===== config.mk =====
export PLATFORM = sky130hd
export DESIGN_NAME = codificador_binario_sync
export DESIGN_NICKNAME = d
export VERILOG_FILES = /design/src/rtl/codificador_binario_sync.sv
export SDC_FILE = /design/constraint.sdc
export NUM_CORES = 1
export LEC_CHECK = 0
export CAP_MARGIN = 25
export CORE_AREA = 5 5 42 44
export DETAILED_ROUTE_END_ITERATION = 16
export DIE_AREA = 0 0 47 49
export GPL_ROUTABILITY_DRIVEN = 0
export GPL_TIMING_DRIVEN = 0
export SLEW_MARGIN = 40
export SYNTH_ARGS = -nofsm -noshare
export SYNTH_HDL_FRONTEND = slang
export SYNTH_SLANG_ARGS = --single-unit

===== constraint.sdc =====
create_clock -name clk -period 1 [get_ports clk]
set_input_delay 0.2 -clock clk [delete_from_list [all_inputs] [get_ports clk]]
set_output_delay 0.2 -clock clk [all_outputs]
set_load 0.02 [all_outputs]

===== src/rtl/codificador_binario_sync.sv =====
// Registered priority encoder: two-flop synchroniser on the raw requests, highest-index
// encode, and an output register with hold enable and a change strobe.
module codificador_binario_sync #(
    parameter int N = 4
) (
    input  logic                 clk,
    input  logic                 reset_n,
    input  logic                 en,
    input  logic [N-1:0]         d,
    output logic [$clog2(N)-1:0] q,
    output logic                 valid,
    output logic                 multi,
    output logic                 changed
);
    localparam int W = $clog2(N);

    logic [N-1:0] s1_q, s2_q;
    logic [W-1:0] enc_d;
    logic         any_d, many_d;
    logic [W-1:0] q_q;
    logic         valid_q, multi_q, changed_q;

    // Stage 0/1: metastability filter, always running regardless of en
    always_ff @(posedge clk or negedge reset_n) begin
        if (!reset_n) begin
            s1_q <= '0;
            s2_q <= '0;
        end else begin
            s1_q <= d;
            s2_q <= s1_q;
        end
    end

    // Ascending scan so the highest set index is the last one written
    always_comb begin
        enc_d  = '0;
        any_d  = 1'b0;
        many_d = 1'b0;
        for (int i = 0; i < N; i++) begin
            if (s2_q[i]) begin
                if (any_d) many_d = 1'b1;
                any_d = 1'b1;
                enc_d = W'(i);
            end
        end
    end

    // Stage 2: output register; changed compares against the value being replaced
    always_ff @(posedge clk or negedge reset_n) begin
        if (!reset_n) begin
            q_q       <= '0;
            valid_q   <= 1'b0;
            multi_q   <= 1'b0;
            changed_q <= 1'b0;
        end else if (en) begin
            q_q       <= enc_d;
            valid_q   <= any_d;
            multi_q   <= many_d;
            changed_q <= ({any_d, enc_d} != {valid_q, q_q});
        end else begin
            changed_q <= 1'b0;
        end
    end

    assign q       = q_q;
    assign valid   = valid_q;
    assign multi   = multi_q;
    assign changed = changed_q;
endmodule


### Word-level counts from Yosys, hierarchy flattened

Index checks and enable logic that the tools add are counted.

* register bits after elaboration: 13
* input bits: 7
* output and inout bits: 5
* logic and storage cells: 21

* equality and inequality tests: 1
* mux-type cells: 14

Operator list (number)
* 1-bit two-way mux: 12
* 2-bit two-way mux: 2
* 3-bit != test: 1

### Depth between registers and ports, before layout

* depth in word-level cells: 7
* gate-level depth with buffers: 4
* depth with buffers taken out: 4

### Worst setup path before layout

No wires, ideal clock.

* path type: flip-flop to flip-flop
* from: reg q_q[1], in the netlist q[1]
* to: reg changed_q, in the netlist changed
* setup time: 124 ps
* arrival time: 952 ps
* setup slack: -76 ps
* stages on the path, launching flop included: 5
* buffers on the path: 0
* period minus slack after synthesis: 1076 ps
* path through: dfrtp_1 > nor4bb_1 > a31oi_1 > o21ai_1 > a21boi_1

* longest elaborated chain between the ends: 2

RTL lines
* start, declared: RTL line 20 `logic [W-1:0] q_q;`
* start signal, assigned: RTL line 56 `q_q <= enc_d;`
* 3-bit != test: RTL line 59 `changed_q <= ({any_d, enc_d} != {valid_q, q_q});`
* 1-bit two-way mux: RTL line 55 `end else if (en) begin`
* end signal, assigned: RTL line 59
* end, declared: RTL line 21 `logic valid_q, multi_q, changed_q;`

Every way passes these cells.
A chain may end at the register's enable or synchronous reset.

### Worst setup path in the final report

* from: reg s2_q[3]
* to: reg changed_q, in the netlist changed

* longest elaborated chain between the ends: 3
* elaborated cells on any way between the ends: 4

RTL lines
* start, declared: RTL line 17 `logic [N-1:0] s1_q, s2_q;`
* start signal, assigned: RTL line 30 `s2_q <= s1_q;`
* 2-bit two-way mux / 1-bit two-way mux (equally long branches): RTL line 40 `if (s2_q[i]) begin`
* 3-bit != test (*): RTL line 59
* 1-bit two-way mux (*): RTL line 55

Every way passes the cells marked *; elsewhere a longest branch is shown, timed or not.

==> impl_results.md <==
- Status: finished with violations
- Failing checks: negative setup slack
- CP Cell Sequence: nor4bb_1, a31oi_1, o21ai_1, a21boi_1
- Crit path DAT: 1.24 ns
- Final slew viol count: 0
- Slew HR: 0.632
- CTS H-Tree Depth: 1
- Worst setup endpoint: changed
- Clk sinks: 13
- Clock Skew: 0.00175 ns
- Tightest Pin Transition: 0.551 ns
- Max VDD drop: 0.000694 V
- Synth area leaders: dfrtp_1, a21oi_1, nor2_1
- Dpl cell area: 593 sq um
- Number of global-route vias before repair: 338
- Die Height: 49 um
- Clk root buf: clkbuf_4
- Die Area: 2300 sq um
- Pin count of the biggest net entering global routing: 14
- Min setup slack post-route: -0.0871 ns
- Total inserted antenna cells: 0
- Synth Area in Simple Gates: 0.123
- Synthesis warning total: 0
- CP startpoint: s2_q[3]
- Overall power: 1050 uW
- Top_reg_cell synth: dfrtp_1
- CTS tree: yes
- Hold Crit Class: in -> async
- Setup violations, final: 5
- Fillers: 149
- Main combinational cell family by area after synthesis: compound AO/OA/AOI/OAI gates
- Post-route setup TNS: -0.247 ns
- Initial DRC count: 5
- Syn Std Cell Area: 469 sq um
- CTS buffer count: 3
- Compound-cell area share of the yosys netlist: 0.123
- Fin. Hold Viols: 0
- Wire length per cell: 10.8 um
- # port buffers: 10
- Worst path bufs/invs: 0
- Final instance area: 659 sq um
- Instance count on the critical path: 4
- WP data required: 1.15 ns
- Global-route wire length before repair: 1.32 mm
- Vias: 349
- FF/Latch Area: 332 sq um
- Leading area contributor after synthesis: dfrtp_1
- Yosys top cell area share: 0.693
- Initial antenna violation count: 0
- Adder-cell share of the synthesized area: 0
- CP max stage cell: dfrtp_2
- Slowest stage delay, CP: 0.47 ns
- Syn_nets: 44
- I/O pins: 12
- Proportion of synthesized area in mux cells: 0
- Flop2flop setup slack: -0.09 ns
- RSZ-0062 raised after global routing: yes
- Width of the chip: 47 um
- Critical Setup Path Class: reg -> reg
- PwrDens: 1590 nW/um^2
- Async S/R FF share, synth: 1.00
- ANT nets after route: 0
- Final wirelength: 777 um
- FP Rows: 14
- Max-Cap Viols: 0
- Starting Density: 0.335
- Grt total ovfl: 0
- Avg Inst Size Synth: 12.7 sq um
- CP startpoint kind: register
- Final core utilization: 0.471
- Static Leakage: 0.000275 uW
- Netlist cell types: 15
- Clock Tree Buf Depth: 2
- Skew-Pair Late Insertion Delay: 0.26 ns
- Hpwl dp: 540 um
- CP max FO: 6
- Crit end category: register
- NumNets Final: 64
- DRT Pass-1 Iters: 4
- GRT Overall Usage: 0.0785
- Worst reg2reg endpoint: changed
- Pre-CTS setup slack: -0.194 ns
- FMAX: 920 MHz
- Reg clk slew, reported paths: 0.07 ns
- DRC viols: 0
- Delay-heaviest family, CP: flip-flops
- Sequential-to-total area share from yosys stat: 0.693
- Final period utilization: 1.09
- Tmin final: 1.09 ns
- Synth Area in XOR/XNOR: 0.0373
- Via-to-Cell Ratio: 4.85
- Core Region: 1400 sq um
- Share of cells above drive strength 1: 0.375
- Worst-case reg-to-reg path depth: 4
- Synth Instances: 37
- EDFF count, synth: 0
- Register bit total from synthesis: 13
- Count leader, synth: dfrtp_1
- Footprint of the multi-input gates: 139 sq um
- Synth top cells by count: dfrtp_1, nor2_1, a21oi_1
- R2R Path Start: s2_q[3]
- Synth-to-Final Area Change: 40.5%
per-stage QoR:
stage                     hold WS (ns)  instances
final                            0.289         72
after global routing             0.338         72
after CTS                        0.296         70
after detailed placement         0.336         63
after global placement           0.332         63
after floorplan                -0.0956         37
metal layers:
layer / up-vias / share of wire / track usage
met3: 0 / 0.081 / 0.0221
met2: 11 / 0.55 / 0.145
met4: 0 / 0 / 0.0276
li1: 163 / - / -
met1: 175 / 0.36 / 0.0780
met5: - / 0 / 0
logic make-up (layout without fill, tap and decap cells):
family	count (synthesis)	after routing
xor gates and xnor gates	2	2
and+or+nand+nor	9	9
buffers and inverters	3	22
DFF	13	13
AOI/OAI and AO/OA	10	10
cell usage in the layout (no fill, tap or decap), drive strengths merged:
cell           Yosys  routed
nor2               6       6
clkbuf             1       5
dfrtp             13      13
a21boi             1       1
o31ai              1       1
o21ai              1       1
a31oi              1       1
xnor2              1       1
inv                2       2
a21oi              5       5
nand2              1       1
nor4               1       1
clkdlybuf4s50      0       5
nor4bb             1       1
buf                0      10
o22ai              1       1
xor2               1       1
worst min path at each step:
| stage | from | end | slack [ns] | depth (start not counted) |
|---|---|---|---|---|
| after detailed placement | s1_q[1] | s2_q[1] | 0.34 | 0 |
| after global placement | s1_q[3] | s2_q[3] | 0.33 | 0 |
| after global routing | en | q[1] | 0.34 | 2 |
| final | reset_n | changed | 0.29 | 1 |
| after floorplan | reset_n | changed | -0.1 | 0 |
| after CTS | en | q[1] | 0.30 | 3 |
layout make-up:
cell class	count	area share
buffer	1	0.00569
clock buffer	4	0.0398
inverter	2	0.0114
multi-input combinational	21	0.211
sequential	13	0.503
tap	16	0.0304
timing repair buffer	15	0.199
power breakdown:
| group | leakage [uW] | switching (uW) | total [uW] | internal (uW) |
|---|---|---|---|---|
| clock | 0.0000150 | 151 | 305 | 154 |
| sequential | 0.000143 | 32.7 | 594 | 561 |
| combinational | 0.000117 | 67.6 | 149 | 81.7 |
sequential cells by signal, indices dropped and copies added (netlist names):
signal / cells
q: 2
valid: 1
s1_q: 4
s2_q: 4
multi: 1
changed: 1
timing repair:
action | 4_1_cts | 5_1_grt
setup endpoints to repair | 8 | 7
hold buffers | 0 | 0
pin swaps | 2 | 3
buffers inserted | 3 | 2
gates resized for setup | 27 | 3
No activity file was read; power rests on OpenSTA's default activity.
